==> src/rtl/fifo_pkg.sv <==
// Constants and types shared by the per-lane FIFOs and the central flow-control controller.
package fifo_pkg;
  localparam int DATA_WIDTH   = 6;
  localparam int ADDR_WIDTH   = 3;
  localparam int DEPTH        = 1 << ADDR_WIDTH;
  localparam int UMBRAL_L_RST = 1;
  localparam int UMBRAL_H_RST = 7;

  typedef logic [3:0] thr_t;
endpackage

==> src/rtl/fifo_mem_2p.sv <==
// DEPTH x DW two-port storage: synchronous write, registered read that holds when not enabled.
module fifo_mem_2p #(
  parameter int DW = 6,
  parameter int AW = 3
) (
  input  logic          clk,
  input  logic          we_i,
  input  logic [AW-1:0] waddr_i,
  input  logic [DW-1:0] wdata_i,
  input  logic          re_i,
  input  logic [AW-1:0] raddr_i,
  output logic [DW-1:0] rdata_o
);
  logic [DW-1:0] mem_q [1<<AW];
  logic [DW-1:0] rdata_q;

  // Read sees the pre-write value when both ports hit the same entry.
  always_ff @(posedge clk) begin
    if (we_i) mem_q[waddr_i] <= wdata_i;
    if (re_i) rdata_q <= mem_q[raddr_i];
  end

  assign rdata_o = rdata_q;
endmodule

==> src/rtl/fifo_umbral_flags.sv <==
// Per-lane FIFO with programmable almost-empty/almost-full thresholds and a sticky error flag.
module fifo_umbral_flags
  import fifo_pkg::*;
#(
  parameter int DATA_WIDTH   = fifo_pkg::DATA_WIDTH,
  parameter int ADDR_WIDTH   = fifo_pkg::ADDR_WIDTH,
  parameter int UMBRAL_L_RST = fifo_pkg::UMBRAL_L_RST,
  parameter int UMBRAL_H_RST = fifo_pkg::UMBRAL_H_RST
) (
  input  logic                  clk,
  input  logic                  reset_L,
  input  logic                  init,
  input  thr_t                  umbral_L,
  input  thr_t                  umbral_H,
  input  logic                  push,
  input  logic [DATA_WIDTH-1:0] data_in,
  input  logic                  pop,
  output logic [DATA_WIDTH-1:0] data_out,
  output logic                  valid_out,
  output logic [ADDR_WIDTH:0]   count,
  output logic                  empty,
  output logic                  full,
  output logic                  almost_empty,
  output logic                  almost_full,
  output logic                  error
);
  localparam int DEPTH = 1 << ADDR_WIDTH;
  localparam int CW    = ADDR_WIDTH + 1;
  localparam int FW    = (CW > 4) ? CW : 4;

  logic [ADDR_WIDTH-1:0] wr_ptr_q, rd_ptr_q;
  logic [CW-1:0]         count_q, count_d;
  thr_t                  thr_l_q, thr_h_q;
  logic                  err_q, vld_q, seen_q;
  logic                  push_ok, pop_ok, is_empty, is_full;
  logic [DATA_WIDTH-1:0] rdata;

  function automatic thr_t clamp(input thr_t u);
    return (FW'(u) > FW'(DEPTH)) ? thr_t'(DEPTH) : u;
  endfunction

  assign is_empty = (count_q == '0);
  assign is_full  = (count_q == CW'(DEPTH));
  assign pop_ok   = !init && pop && !is_empty;
  assign push_ok  = !init && push && (!is_full || pop_ok);

  always_comb begin
    count_d = count_q;
    case ({push_ok, pop_ok})
      2'b10:   count_d = count_q + 1'b1;
      2'b01:   count_d = count_q - 1'b1;
      default: count_d = count_q;
    endcase
  end

  always_ff @(posedge clk or negedge reset_L) begin
    if (!reset_L) begin
      wr_ptr_q <= '0;
      rd_ptr_q <= '0;
      count_q  <= '0;
      thr_l_q  <= thr_t'(UMBRAL_L_RST);
      thr_h_q  <= thr_t'(UMBRAL_H_RST);
      err_q    <= 1'b0;
      vld_q    <= 1'b0;
      seen_q   <= 1'b0;
    end else begin
      if (init) begin
        thr_l_q <= clamp(umbral_L);
        thr_h_q <= clamp(umbral_H);
      end
      if (push_ok) wr_ptr_q <= wr_ptr_q + 1'b1;
      if (pop_ok)  rd_ptr_q <= rd_ptr_q + 1'b1;
      if (pop_ok)  seen_q   <= 1'b1;
      count_q <= count_d;
      vld_q   <= pop_ok;
      // Overflow, or underflow (including the push+pop-on-empty case).
      if (!init && ((push && is_full && !pop_ok) || (pop && is_empty))) err_q <= 1'b1;
    end
  end

  fifo_mem_2p #(.DW(DATA_WIDTH), .AW(ADDR_WIDTH)) u_mem (
    .clk     (clk),
    .we_i    (push_ok),
    .waddr_i (wr_ptr_q),
    .wdata_i (data_in),
    .re_i    (pop_ok),
    .raddr_i (rd_ptr_q),
    .rdata_o (rdata)
  );

  // Storage has no reset, so data_out reads as zero until the first pop after reset.
  assign data_out     = seen_q ? rdata : '0;
  assign valid_out    = vld_q;
  assign count        = count_q;
  assign empty        = is_empty;
  assign full         = is_full;
  assign almost_empty = FW'(count_q) <= FW'(thr_l_q);
  assign almost_full  = FW'(count_q) >= FW'(thr_h_q);
  assign error        = err_q;
endmodule

==> config.mk <==
export PLATFORM = sky130hd
export DESIGN_NAME = fifo_umbral_flags
export DESIGN_NICKNAME = d
export VERILOG_FILES = /design/src/rtl/fifo_pkg.sv /design/src/rtl/fifo_mem_2p.sv /design/src/rtl/fifo_umbral_flags.sv
export SDC_FILE = /design/constraint.sdc
export NUM_CORES = 1
export LEC_CHECK = 0
export CAP_MARGIN = 40
export CORE_ASPECT_RATIO = 1.4
export CORE_MARGIN = 8
export CORE_UTILIZATION = 53
export CTS_BUF_LIST = sky130_fd_sc_hd__clkbuf_4 sky130_fd_sc_hd__clkbuf_8
export CTS_CLUSTER_DIAMETER = 120
export CTS_CLUSTER_SIZE = 28
export DETAILED_ROUTE_END_ITERATION = 8
export HOLD_SLACK_MARGIN = 0.1
export PLACE_DENSITY = 0.87
export REMOVE_ABC_BUFFERS = 1
export SLEW_MARGIN = 10
export SYNTH_ARGS = -nofsm -noshare
export SYNTH_HDL_FRONTEND = slang
export SYNTH_SLANG_ARGS = --single-unit
==> constraint.sdc <==
create_clock -name clk -period 2.6 [get_ports clk]
set_input_delay 0.52 -clock clk [delete_from_list [all_inputs] [get_ports clk]]
set_output_delay 0.52 -clock clk [all_outputs]
set_load 0.01 [all_outputs]
# Word-level counts from Yosys, hierarchy flattened
# Memories as Yosys holds them, arrays and structs flattened. A register that Yosys moved wholly into a read port is not among the register bits.
# Cells that the tools add are included.
[op_classes]
add_sub_neg = 4
mul = 0
n_div = 0
n_lt_le_gt_ge = 4
n_eq_ne = 3
shifts = 0
n_mux = 6
bitwise_logic = 0
n_reduce_logical = 16
[ops]
columns = ["op", "n"]
rows = [
  ["> comparator 4 bit (second input constant)", 2],
  ["logical AND 1 bit", 8],
  ["2-to-1 mux 4 bit", 2],
  ["one-hot mux 4 bit (2 select lines)", 1],
  ["adder 3 x 1 -> 3 bit (second input constant)", 2],
  ["2-to-1 mux 6 bit", 1],
  ["adder 4 x 1 -> 4 bit (second input constant)", 1],
  ["== test 4 bit (second input constant)", 1],
  [">= comparator 4 bit", 1],
  ["<= comparator 4 bit", 1],
  ["logical NOT 1 bit", 4],
  ["logical NOT 4 bit", 1],
  ["subtractor 4 x 1 -> 4 bit (second input constant)", 1],
  ["== test 2 x 1 -> 1 bit (second input constant)", 1],
  ["== test 2 bit (second input constant)", 1],
  ["logical OR 1 bit", 2],
  ["2-to-1 mux 1 bit", 2],
  ["nonzero test 2 bit", 1],
]
[totals]
regBits = 21
latchBits = 0
ram_bits = 48
rom_bits = 0
in_bits = 19
out_inout_bits = 16
word_cells = 42
mem_count = 1
[memory_table]
columns = ["name", "words", "width", "rd", "rd_ports_with_merged_regs", "write_ports", "line_no", "source"]
rows = [
  ["u_mem.mem_q", 8, 6, 1, 1, 1, "fifo_mem_2p.sv:14", "logic [DW-1:0] mem_q [1<<AW];"],
]

# Depth between registers and ports, before layout
[logic_depth]
depth_word = 7
depth_mapped = 9
mapped_depth_nobuf = 9

# By module
# A second synthesis with hierarchy kept.
[hier_totals]
hier_cells = 211
hier_area_um2 = 3342.0
[modules_own_cells]
columns = ["mod", "n_inst", "cells_each", "area_per_inst_um2", "seq_area_each_um2"]
rows = [
  ["fifo_mem_2p", 1, 88, 2082.0, 1621.6],
  ["fifo_umbral_flags", 1, 123, 1260.0, 530.5],
]

# Worst setup path after synthesis
# OpenSTA, ideal clock, no wires.
[synth_path]
path_kind = "register to register"
from = "reg count_q[1], in the netlist count[1]"
to = "reg count_q[3], in the netlist count[3]"
setup_time_ps = 122
t_arrival_ps = 2283
required_time_ps = 2478
setup_slack_ps = 196
stages_incl_launch_ff = 10
path_buffers = 0
period_less_slack_ps = 2404
cell_sequence = "dfrtp_1 -> nor4_4 -> nor2_4 -> nand2_2 -> inv_2 -> ha_1 -> nand3_1 -> a2111oi_0 -> a41oi_1 -> o22a_1"
[synth_between]
elab_chain_cells = 7
elab_cells_between_ends = 13
[synth_lines]
columns = ["item", "line_no", "source"]
rows = [
  ["from (decl)", "fifo_umbral_flags.sv:32", "logic [CW-1:0] count_q, count_d;"],
  ["from (signal assigned)", "fifo_umbral_flags.sv:74", "count_q <= count_d;"],
  ["logical NOT 4 bit *", "fifo_umbral_flags.sv:42", "assign is_empty = (count_q == '0);"],
  ["via empty", "fifo_umbral_flags.sv:21", "output logic empty,"],
  ["logical NOT 1 bit *", "fifo_umbral_flags.sv:44", "assign pop_ok = !init && pop && !is_empty;"],
  ["logical AND 1 bit *", "fifo_umbral_flags.sv:44", ""],
  ["via pop_ok", "fifo_umbral_flags.sv:35", "logic push_ok, pop_ok, is_empty, is_full;"],
  ["logical OR 1 bit", "fifo_umbral_flags.sv:45", "assign push_ok = !init && push && (!is_full || pop_ok);"],
  ["logical AND 1 bit", "fifo_umbral_flags.sv:45", ""],
  ["== test 2 x 1 -> 1 bit / == test 2 bit (equally long branches)", "fifo_umbral_flags.sv:49", "case ({push_ok, pop_ok})"],
  ["one-hot mux 4 bit (2 select lines) / nonzero test 2 bit (equally long branches)", "--", ""],
]
# Mark *: on every way through the listed nets, which the timed path passes. The rest lies on a longest branch.
# A chain may end at the register's enable or synchronous reset.

# Worst setup path after layout
[layout_path]
from = "reg thr_h_q[0]"
to = "out almost_full"
[layout_between]
elab_chain_cells = 1
[layout_lines]
columns = ["item", "line_no", "source"]
rows = [
  ["from (decl)", "fifo_umbral_flags.sv:33", "thr_t thr_l_q, thr_h_q;"],
  ["from (signal assigned)", "fifo_umbral_flags.sv:62", "thr_h_q <= thr_t'(UMBRAL_H_RST);"],
  ["from (signal assigned)", "fifo_umbral_flags.sv:69", "thr_h_q <= clamp(umbral_H);"],
  [">= comparator 4 bit", "fifo_umbral_flags.sv:98", "assign almost_full = FW'(count_q) >= FW'(thr_h_q);"],
  ["to (decl)", "fifo_umbral_flags.sv:24", "output logic almost_full,"],
]
# Every way passes these cells.

==> impl_metrics.py <==
metrics = {
    "run_status": {
        "status": "completed",
    },
    "synth": {
        "synthArstFlopShare": 0.2800,
        "synth-compound-area-share": 0.05909,
        "yosysUniqueCellTypes": 42,
        "yosys.area_share.xor_xnor": 0.01601,
        "synth-simple-area-share": 0.07930,
        "synth_fa_ha_area_frac": 0.05185,
        "synth_area_mm2": 0.003282,
        "syn_area_per_cell_um2": 15.93,
        "yosys_register_bits": 75,
        "synth_edf_count": 54,
        "muxShareOfSynthArea": 0.1163,
        "synth_warnings": 0,
        "synth_top_family_by_area": "multiplexers",
        "ys_seq_area_frac": 0.6557,
        "synthCells": 206,
        "synth_top_flop_cell": "edfxtp_1",
    },
    "die": {
        "die_area_mm2": 0.009002,
        "core_mm2": 0.006083,
        "initial_core_util": 0.5395,
        "row_count": 34,
        "ios": 35,
        "fp.dieW_um": 82.51,
        "fp.dieH_um": 109.1,
    },
    "layout": {
        "fin_nets": 298,
        "drive_gt1_frac": 0.2435,
        "area_growth_pct": 24.32,
        "fin_area_mm2": 0.004080,
        "n_antenna_cell": 0,
        "final_cells": 343,
        "fin_util": 0.6707,
    },
    "hold_path": {
        "hold_path_depth": 2,
        "hold_path_class": "reg2reg",
    },
    "clock_network": {
        "cts_tree": "built",
        "insertion_delay_ns": 0.34,
        "clk_pin_slew_ns": 0.07,
        "clock-root-buffer": "clkbuf_8",
        "clock_path_buffers": 2,
        "cts_buffers": 9,
        "hold_buffers": 0,
        "htreeDepth": 3,
        "cts_sinks": 75,
    },
    "global_routing": {
        "overflow": 0,
        "grt_first_pass_wirelength_um": 9749,
        "grt_util_all_layers": 0.1476,
        "grt_pass1_vias": 2058,
        "grt_max_degree": 22,
        "antenna_found_initial": 0,
    },
    "timing": {
        "worstMarginPinSlew_ns": 0.6154,
        "slew_violations": 0,
        "min_period_over_period": 0.9547,
        "hold_viol": 0,
        "max_freq_ghz": 0.4029,
        "post-route-min-period_ns": 2.482,
        "rsz0062_at_grt": "false",
        "fin_skew_ns": 0.008477,
        "slew_headroom": 0.5897,
        "setup_viol_count_final": 0,
    },
    "place": {
        "port_buffers": 34,
        "gp_congestion": 0.7468,
        "dp_hpwl_um": 4443,
        "dpl_cell_area_mm2": 0.003840,
        "dp.cells": 327,
    },
    "routing": {
        "routed_via_density": 5.534,
        "detail_route.first_pass.iterations": 4,
        "postRouteAntennaNets": 0,
        "wl_per_cell_um": 17.63,
        "vias": 1898,
        "drt-initial-drc-count": 84,
        "wl_um": 6048,
        "drc_errors": 0,
    },
    "critical_path": {
        "crit_required_ns": 2.08,
        "crit_path_max_fanout": 2,
        "worstSetupPathType": "reg2out",
        "r2r_cells": 10,
        "start_kind": "flip-flop",
        "endpoint_kind": "output port",
        "crit_arrival_ns": 1.96,
    },
    "power": {
        "power.density_mw_per_mm2": 976.9,
        "p_leak_nw": 1.519,
        "ir_worst_vdd_v": 0.0006311,
    },
    "run": {
        "maxCapViolCount": 0,
    },
}
[where the power goes]
| part | internal (mW) | switching [mW] | total, mW |
|---|---|---|---|
| Combinational | 0.721 | 0.538 | 1.26 |
| Sequential | 1.49 | 0.195 | 1.68 |
| Clock | 0.636 | 0.409 | 1.04 |
[registers in the layout (all words and copies together) (netlist names)]
signal / flops
u_mem.mem_q: 48
u_mem.rdata_o: 6
error: 1
valid_out: 1
seen_q: 1
wr_ptr_q: 3
thr_l_q: 4
rd_ptr_q: 3
count: 4
thr_h_q: 4
[layer usage]
layer	vias to the layer above	GRT usage	routed length [µm]
met5	-	0	0
met4	0	0.06559	107
met3	10	0.03713	259
met2	52	0.2645	3294
met1	940	0.1566	2386
li1	896	-	-
[worst max-delay path, stage by stage, from the launching register on]
cell and delay (ns):
dfstp_2 0.54, ha_1 0.21, nand2b_1 0.14, a21o_1 0.18
a21o_1 0.17, a21o_1 0.17, clkdlybuf4s15_1 0.22
[metrics by stage]
stage,TNS [ns],power [mW],setup slack (ns),hold slack (ns)
after floorplan,0,2.448,0.1960,0.2244
after global placement,0,2.926,0.08157,0.4612
after detailed placement,-0.07747,2.998,-0.07747,0.4644
after CTS,0,4.036,0.04657,0.4814
after global routing,0,4.209,0.008709,0.4931
final,0,3.986,0.1179,0.4807
[cell usage after synthesis, drive strengths merged, types with 3 or more instances]
cell type | number | area, µm²
dfstp | 4 | 105.1
mux4 | 12 | 270.3
o21ai | 3 | 15.01
ha | 12 | 150.1
a21oi | 5 | 40.04
mux2 | 9 | 101.3
o22ai | 6 | 37.54
dfrtp | 17 | 425.4
nor2b | 3 | 18.77
clkbuf | 3 | 11.26
nand2 | 14 | 55.06
nor3 | 3 | 15.01
nand2b | 7 | 43.79
inv | 13 | 48.79
edfxtp | 54 | 1622
and2 | 7 | 43.79
a21o | 3 | 22.52
nor2 | 7 | 33.78
xnor2 | 4 | 35.03
[layout by cell type (no fill, tap or decap), drive strengths merged, types with 2 or more instances in the layout]
cell           Yosys  final
o21a               2      2
bufinv             0      3
nand2             14     14
edfxtp            54     54
a21o               3      3
clkbuf             3      9
dfstp              4      4
clkinv             0      2
a41oi              2      2
mux4              12     12
nor2               7      7
nor3               3      3
nor2b              3      3
xnor2              4      4
clkdlybuf4s50      0     32
o21ai              3      3
ha                12     12
clkdlybuf4s15      0      2
xor2               2      2
inv               13     14
nand2b             7      7
buf                2     20
dfrtp             17     17
o22ai              6      6
and2               7      7
a21oi              5      5
mux2               9      9
[area by class of cell]
class | instances | area [µm²]
repair buffers | 54 | 490.5
clock buffers | 9 | 123.9
clock inverters | 7 | 115.1
multi-input cells | 113 | 1060
well taps | 72 | 90.09
fillers | 416 | 2003
inverters | 13 | 48.80
flip-flops and latches | 75 | 2152
[worst paths after layout]
check / startpoint / endpoint / slack [ns]
hold reg to reg: thr_l_q[0] / thr_l_q[0] / 0.48
setup reg to reg: count[1] / count[3] / 0.17
max in group asynchronous: reset_L / thr_l_q[0] / 1.78
setup / recovery: thr_h_q[0] / almost_full / 0.12
min in group asynchronous: reset_L / thr_h_q[3] / 0.53
hold / removal: thr_l_q[0] / thr_l_q[0] / 0.48
[cells by family (layout without fill, tap and decap cells)]
family | count (synthesis) | in the layout
adders and majority gates | 13 | 13
AOI/OAI and AO/OA | 26 | 26
and+or+nand+nor | 46 | 46
xor gates and xnor gates | 6 | 6
muxes | 22 | 22
buffers and inverters | 18 | 83
DFF | 75 | 75
[timing repair]
action | 4_1_cts | 5_1_grt
resized for setup | 3 | 3
buffers inserted | 0 | 0
setup endpoints to repair | 2 | 3
Power figures use the tool's default switching activity.
